### src/rtl/status_ctrl.sv
// status_ctrl
//   Front end for the LED pattern status FSM. Synchronises and debounces the
//   three raw active-low KEY buttons, turns debounced presses into one-cycle
//   events, and runs a small IDLE/RUN/PAUSED control FSM that issues start and
//   pause pulses plus an active-low step strobe (manual or auto-timed in RUN).
//
// Ports
//   clk          system clock, all logic on posedge
//   reset        asynchronous active-high reset
//   key_step_n   raw step button, active-low, asynchronous
//   key_start_n  raw start button, active-low, asynchronous
//   key_pause_n  raw pause button, active-low, asynchronous
//   auto_en      1 = generate auto-step strobes while in RUN
//   in           step strobe, active-low, one-cycle low pulse
//   start        one-cycle high pulse on accepted start
//   pause        one-cycle high pulse on accepted pause
//   run          1 while the control FSM is in RUN
//   ctrl_state   0=IDLE 1=RUN 2=PAUSED
module status_ctrl #(
    parameter int unsigned DEB_CYCLES = 16,
    parameter int unsigned AUTO_DIV   = 25000000
) (
    input  logic       clk,
    input  logic       reset,
    input  logic       key_step_n,
    input  logic       key_start_n,
    input  logic       key_pause_n,
    input  logic       auto_en,
    output logic       in,
    output logic       start,
    output logic       pause,
    output logic       run,
    output logic [1:0] ctrl_state
);

    localparam int unsigned DEB_W  = $clog2(DEB_CYCLES);
    localparam int unsigned AUTO_W = $clog2(AUTO_DIV);
    localparam logic [DEB_W-1:0]  DEB_LAST  = DEB_W'(DEB_CYCLES - 1);
    localparam logic [AUTO_W-1:0] AUTO_LAST = AUTO_W'(AUTO_DIV - 1);

    localparam int unsigned KEY_STEP  = 0;
    localparam int unsigned KEY_START = 1;
    localparam int unsigned KEY_PAUSE = 2;

    typedef enum logic [1:0] {
        ST_IDLE   = 2'd0,
        ST_RUN    = 2'd1,
        ST_PAUSED = 2'd2
    } state_e;

    logic [2:0]             keys_raw;
    logic [2:0]             sync1_q, sync2_q;
    logic [2:0]             deb_q, deb_d;
    logic [2:0]             evt_q, evt_d;
    logic [2:0][DEB_W-1:0]  dcnt_q, dcnt_d;

    state_e                 state_q, state_d;
    logic                   start_acc, pause_acc;
    logic                   auto_adv, auto_tick;
    logic [AUTO_W-1:0]      acnt_q, acnt_d;
    logic                   in_q, in_d;
    logic                   start_q, start_d;
    logic                   pause_q, pause_d;

    assign keys_raw = {key_pause_n, key_start_n, key_step_n};

    // ---------------- synchroniser + debounce + press events ----------------
    // The event is registered on the same edge the debounced level falls, so
    // the output registers below present it one edge later (DEB_CYCLES+3).
    always_comb begin
        deb_d  = deb_q;
        evt_d  = '0;
        dcnt_d = '0;
        for (int unsigned k = 0; k < 3; k++) begin
            if (sync2_q[k] != deb_q[k]) begin
                if (dcnt_q[k] == DEB_LAST) begin
                    deb_d[k] = sync2_q[k];
                    evt_d[k] = ~sync2_q[k];
                end else begin
                    dcnt_d[k] = dcnt_q[k] + 1'b1;
                end
            end
        end
    end

    always_ff @(posedge clk or posedge reset) begin
        if (reset) begin
            sync1_q <= '1;
            sync2_q <= '1;
            deb_q   <= '1;
            evt_q   <= '0;
            dcnt_q  <= '0;
        end else begin
            sync1_q <= keys_raw;
            sync2_q <= sync1_q;
            deb_q   <= deb_d;
            evt_q   <= evt_d;
            dcnt_q  <= dcnt_d;
        end
    end

    // ---------------- control FSM: state register ----------------
    always_ff @(posedge clk or posedge reset) begin
        if (reset) begin
            state_q <= ST_IDLE;
        end else begin
            state_q <= state_d;
        end
    end

    // ---------------- control FSM: next state ----------------
    // Pause outranks start when both events land in the same cycle.
    always_comb begin
        pause_acc = evt_q[KEY_PAUSE] && (state_q == ST_RUN);
        start_acc = evt_q[KEY_START] && !evt_q[KEY_PAUSE] && (state_q != ST_RUN);
        state_d   = state_q;
        case (state_q)
            ST_IDLE:   if (start_acc) state_d = ST_RUN;
            ST_RUN:    if (pause_acc) state_d = ST_PAUSED;
            ST_PAUSED: if (start_acc) state_d = ST_RUN;
            default:   state_d = ST_IDLE;
        endcase
    end

    // ---------------- control FSM: outputs + auto-step counter ----------------
    // The counter freezes on the RUN->PAUSED edge so a resume continues from
    // exactly the value seen when the pause was accepted.
    always_comb begin
        auto_adv  = (state_q == ST_RUN) && auto_en && !pause_acc;
        auto_tick = auto_adv && (acnt_q == AUTO_LAST);
        acnt_d    = acnt_q;
        if (start_acc && (state_q != ST_PAUSED)) begin
            acnt_d = '0;
        end else if (auto_adv) begin
            acnt_d = auto_tick ? '0 : acnt_q + 1'b1;
        end
        in_d    = ~(evt_q[KEY_STEP] | auto_tick);
        start_d = start_acc;
        pause_d = pause_acc;
    end

    always_ff @(posedge clk or posedge reset) begin
        if (reset) begin
            acnt_q  <= '0;
            in_q    <= 1'b1;
            start_q <= 1'b0;
            pause_q <= 1'b0;
        end else begin
            acnt_q  <= acnt_d;
            in_q    <= in_d;
            start_q <= start_d;
            pause_q <= pause_d;
        end
    end

    assign in         = in_q;
    assign start      = start_q;
    assign pause      = pause_q;
    assign run        = (state_q == ST_RUN);
    assign ctrl_state = state_q;

endmodule

### config.mk
export PLATFORM = sky130hd
export DESIGN_NAME = status_ctrl
export DESIGN_NICKNAME = d
export VERILOG_FILES = /design/src/rtl/status_ctrl.sv
export SDC_FILE = /design/constraint.sdc
export NUM_CORES = 1
export LEC_CHECK = 0
export CELL_PAD_IN_SITES_DETAIL_PLACEMENT = 1
export CELL_PAD_IN_SITES_GLOBAL_PLACEMENT = 2
export CORE_MARGIN = 1
export CORE_UTILIZATION = 25
export CTS_BUF_LIST = sky130_fd_sc_hd__clkbuf_8 sky130_fd_sc_hd__clkbuf_16
export DETAILED_ROUTE_END_ITERATION = 6
export GPL_TIMING_DRIVEN = 0
export PLACE_DENSITY = 0.53
export SKIP_CTS_REPAIR_TIMING = 1
export SYNTH_ARGS = -nofsm -noshare
export SYNTH_HDL_FRONTEND = slang
export SYNTH_SLANG_ARGS = --single-unit
### constraint.sdc
create_clock -name clk -period 5.6 [get_ports clk]
set_clock_uncertainty 0.1 [all_clocks]
set_input_delay 0.56 -clock clk [delete_from_list [all_inputs] [get_ports clk]]
set_output_delay 0.56 -clock clk [all_outputs]
set_load 0.005 [all_outputs]
**Yosys cells after proc, flatten, opt, wreduce, memory -nomap -nowiden**

Index checks and enable logic that the tools add are counted.

- Memory bits (writable): 0
- Latch bits: 0
- Word-level logic and storage cells: 70
- Input bits: 6
- Memories: 0
- Register bits: 54
- Output and inout bits: 6
- Bits in read-only memories: 0

- Reductions and logical operators: 16
- Div/mod/pow operators: 0
- $add $sub $neg: 4
- Shifts and indexed selects: 0
- Multiply operators: 0
- Bitwise gates (word level): 5
- Magnitude comparators: 0
- Eq/ne operators: 13
- Multiplexer cells: 18

Operators by type and width:

| operator | count |
|---|---|
| 25-bit two-way mux | 3 |
| 25-bit by 1-bit adder with 25-bit output (second input constant) | 1 |
| 25-bit equality test (second input constant) | 1 |
| 4-bit two-way mux | 6 |
| 4-bit by 1-bit adder with 4-bit output (second input constant) | 3 |
| 4-bit equality test (second input constant) | 3 |
| 2-bit AND reduction | 4 |
| 1-bit logical AND | 7 |
| 1-bit two-way mux | 6 |
| 2-bit by 1-bit != test with 1-bit output (second input constant) | 3 |
| 2-bit two-way mux | 2 |
| 1-bit NOT | 4 |
| 2-bit case mux with 2 select lines | 1 |
| 1-bit != test | 3 |
| 2-bit by 1-bit equality test with 1-bit output (second input constant) | 1 |
| 2-bit equality test (second input constant) | 1 |
| 1-bit zero test | 2 |
| 2-bit zero test | 1 |
| 2-bit != test (second input constant) | 1 |
| 2-bit nonzero test | 1 |
| 2-bit OR reduction | 1 |
| 1-bit OR | 1 |

**Logic depth before layout (Yosys ltp)**

- Word-level depth: 8
- Gate-level depth with buffers: 7

**Worst setup path after synthesis**

No wires, ideal clock.

- Path type: reg-to-reg
- Start: reg acnt_q[7]
- End: reg acnt_q[11]
- Period minus slack after synthesis: 1981 ps
- Slack: 3619 ps
- Buffers on the path: 1
- Cell stages (with the launch flop): 7
- Arrival: 1763 ps
- Cell sequence: dfrtp_1 > or4b_4 > nor4_4 > nand2_2 > o21ai_4 > buf_6 > nor2_1

- Word-level cells in the longest chain between the ends: 5
- Elaborated cells on any way between the ends: 6
- Those cells by class: 1 x add/sub; 1 x eq/ne; 3 x mux; 1 x reduce/logical

RTL lines:

| element | line | RTL |
|---|---|---|
| start, declared | 60 | `logic [AUTO_W-1:0] acnt_q, acnt_d;` |
| start signal, assigned | 149 | `acnt_q <= acnt_d;` |
| branches (longest 2 deep; another with 25-bit by 1-bit adder with 25-bit output) | n/a |  |
| 25-bit two-way mux * | 135 | `acnt_d = auto_tick ? '0 : acnt_q + 1'b1;` |
| 25-bit two-way mux * | 134 | `end else if (auto_adv) begin` |
| 25-bit two-way mux * | 132 | `if (start_acc && (state_q != ST_PAUSED)) begin` |

Mark *: on every way between the ends. The select of a mux whose other input is x is not followed.
A chain may end at the register's enable or synchronous reset.

**Worst setup path after layout**

- Start: reg acnt_q[7]
- End: reg acnt_q[3]

- Word-level cells in the longest chain between the ends: 5

RTL lines:

| element | line | RTL |
|---|---|---|
| 25-bit equality test | 130 | `auto_tick = auto_adv && (acnt_q == AUTO_LAST);` |
| 1-bit logical AND | 130 |  |
| 25-bit two-way mux | 135 |  |
| 25-bit two-way mux | 134 |  |
| 25-bit two-way mux | 132 |  |

Every way passes these cells. The select of a mux whose other input is x is not followed.

==> flow_metrics.py <==
metrics = {
    "critical_path": {
        "path_class": "reg2reg",
        "crit_slowest_cell": "or4b_4",
        "crit_buf_inv": 1,
        "cp.arrival_ns": 2.41,
        "end_kind": "register",
        "cp_data_required_time_ns": 5.71,
        "critPathLaunchType": "register",
        "worst-r2r-cell-count": 6,
        "r2r_slack_ns": 3.30,
        "cp_max_fo": 10,
        "cp_top_family": "simple AND/OR/NAND/NOR gates",
        "max_stage_delay_ns": 0.58,
        "worstReg2RegEnd": "acnt_q[3]",
        "path_cells": "or4b_4, nor4_4, nand2_2, o21ai_4, buf_6, nor2_1",
        "reg2reg_from": "acnt_q[7]",
    },
    "synth": {
        "yosysUniqueCellTypes": 46,
        "yosysWarnings": 0,
        "synth_area_um2": 2560,
        "syn-num-nets": 249,
        "synth_edf_count": 0,
        "yosysSeqAreaShare_pct": 53.2,
        "avgSynthCellArea_um2": 10.7,
        "async_flop_share_pct": 100,
        "synth_ff_type": "dfrtp_1",
        "synth-seq-cells": 54,
        "synth_cells": 239,
    },
    "clock_network": {
        "cts_tree": "built",
        "numClockSinks": 54,
        "cts_buffers": 5,
        "clk_pin_slew_ns": 0.11,
        "h-tree-depth": 2,
        "cts_root_buffer": "clkbuf_8",
        "cts_buffer_depth": 2,
        "insertion_delay_ns": 0.31,
    },
    "final_layout": {
        "design_area_um2": 2980,
        "layout_common_cells": "dfrtp_1 (44), nor2_1 (19), a21oi_1 (17)",
        "final_nets": 268,
        "final_common_cell": "dfrtp_1",
        "antenna_cells": 0,
        "fillers": 1132,
        "multi_input_area_um2": 1140,
        "area_growth_pct": 16.1,
        "drive_gt1_share_pct": 13.9,
        "seqCellArea_um2": 1360,
    },
    "hold_path": {
        "min_to": "sync2_q[1]",
        "worst_hold_path.num_cells": 0,
        "hp-start": "sync1_q[1]",
        "hold_class": "reg2reg",
    },
    "floorplanning": {
        "initial_utilization_pct": 26.0,
        "pin_count": 12,
        "die_w_um": 103,
        "dieArea_um2": 10700,
        "die_height_um": 103,
        "core_um2": 9860,
        "row_count": 36,
    },
    "place": {
        "hpwl_um": 4590,
        "io_buffers": 11,
        "place_area_um2": 2860,
        "gp_congestion": 0.680,
    },
    "timing": {
        "fin_setup_tns_ns": 0,
        "maxSlewViolCount": 0,
        "hold_viol": 0,
        "max-slew-margin-rel_pct": 61.5,
        "rsz0062_at_grt": "no",
        "fin_crit_sh_pct": 41.0,
        "timing.fmax_ghz": 0.435,
        "fin_crit_ns": 2.30,
        "setup_viol": 0,
        "worst_pin_slew_ns": 0.578,
        "whs_ns": 0.263,
    },
    "job": {
        "drv_cap": 0,
    },
    "grt": {
        "gr-total-overflow": 0,
        "antenna_found_initial": 0,
        "grt_pass1_vias": 2073,
        "grt_max_degree": 36,
        "grtUsageTotal_pct": 13.8,
        "grt_pass1_wl_um": 11100,
    },
    "drt": {
        "drt-initial-drc-count": 60,
        "routed_via_density": 4.86,
        "wirelength_um": 6380,
        "drc": 0,
        "antenna_left": 0,
        "dr.pass1.iters": 4,
        "wl_per_cell_um": 16.3,
        "vias": 1906,
    },
    "power_and_ir_drop": {
        "power_leakage_uw": 0.00116,
        "ir_drop_mv": 0.108,
        "p_per_area_nw_per_um2": 241,
    },
    "run_status": {
        "status": "completed",
    },
}
[worst max-delay path by stage]
stage               slack (ns)         end  cells past startpoint       from
floorplan                 3.62  acnt_q[11]                      6  acnt_q[7]
global placement          2.35  acnt_q[13]                      2      reset
detailed placement        3.00  acnt_q[22]                      7    auto_en
CTS                       3.26  acnt_q[11]                      6  acnt_q[7]
global route              3.19   acnt_q[3]                      6  acnt_q[7]
finish                    3.30   acnt_q[3]                      6  acnt_q[7]
[cells by family (layout without fill, tap and decap cells)]
family,after synthesis,count (layout),share of synthesized area (%)
and+or+nand+nor,98,98,22.6
DFF,54,54,53.2
xor gates and xnor gates,17,17,5.81
adders and majority gates,4,4,1.95
muxes,4,4,1.76
AOI/OAI and AO/OA,49,49,12.5
buffers and inverters,13,33,2.25
[metrics by stage]
stage,setup WS (ns),power (µW),utilization (%),std cells
4_1_cts,3.26,732,30.2,392
3_5_place_dp,3.00,441,29.0,384
6_report,3.30,717,30.2,392
2_1_floorplan,3.62,429,-,239
5_1_grt,3.19,751,30.2,392
3_3_place_gp,2.35,439,28.8,383
[state kept, by name (all words and copies together) (netlist names), 2 cells and up]
register,count
sync2_q,3
acnt_q,25
evt_q,3
dcnt_q,12
ctrl_state,2
sync1_q,3
deb_q,3
[report_power, final]
| group | leakage, µW | internal [µW] | switching, µW |
|---|---|---|---|
| clock network | 0.0000591 | 137 | 147 |
| logic | 0.000391 | 11.6 | 14.7 |
| registers | 0.000712 | 399 | 7.01 |
| total | 0.00116 | 548 | 169 |
[metal layers]
layer	vias up	share of wire (%)	track usage, %
li1	915	-	-
met1	966	49	18.7
met2	21	48	23.0
met3	4	2.3	2.55
met4	0	0.77	2.93
met5	-	0	0
[cell type report]
type	instances	share of cell area (%)
buffer	4	0.799
clock buffer	5	2.31
clock inverter	3	1.60
inverter	9	1.14
multi-input combinational	172	38.4
sequential	54	45.8
tap	133	5.59
timing repair buffer	12	4.37
[worst reg2reg max path: stages (launching register included)]
cell and delay, ns:
dfrtp_1 0.49, or4b_4 0.58, nor4_4 0.28, nand2_2 0.13, o21ai_4 0.35, buf_6 0.21, nor2_1 0.06
[cell usage after synthesis (5+ instances only)]
master / instances / area share (%)
dfrtp_1: 44 / 43
nand2_1: 16 / 2.3
o31ai_1: 8 / 2.3
nor4_1: 7 / 1.7
a31oi_1: 5 / 1.2
or4_1: 8 / 2.3
nand3_1: 10 / 2.0
xnor2_1: 16 / 5.5
dfstp_2: 10 / 10
inv_1: 9 / 1.3
a21oi_1: 17 / 3.3
nor2_1: 19 / 2.8
o21ai_0: 7 / 1.4
nor3_1: 7 / 1.4
(Power assumes the default switching activity.)
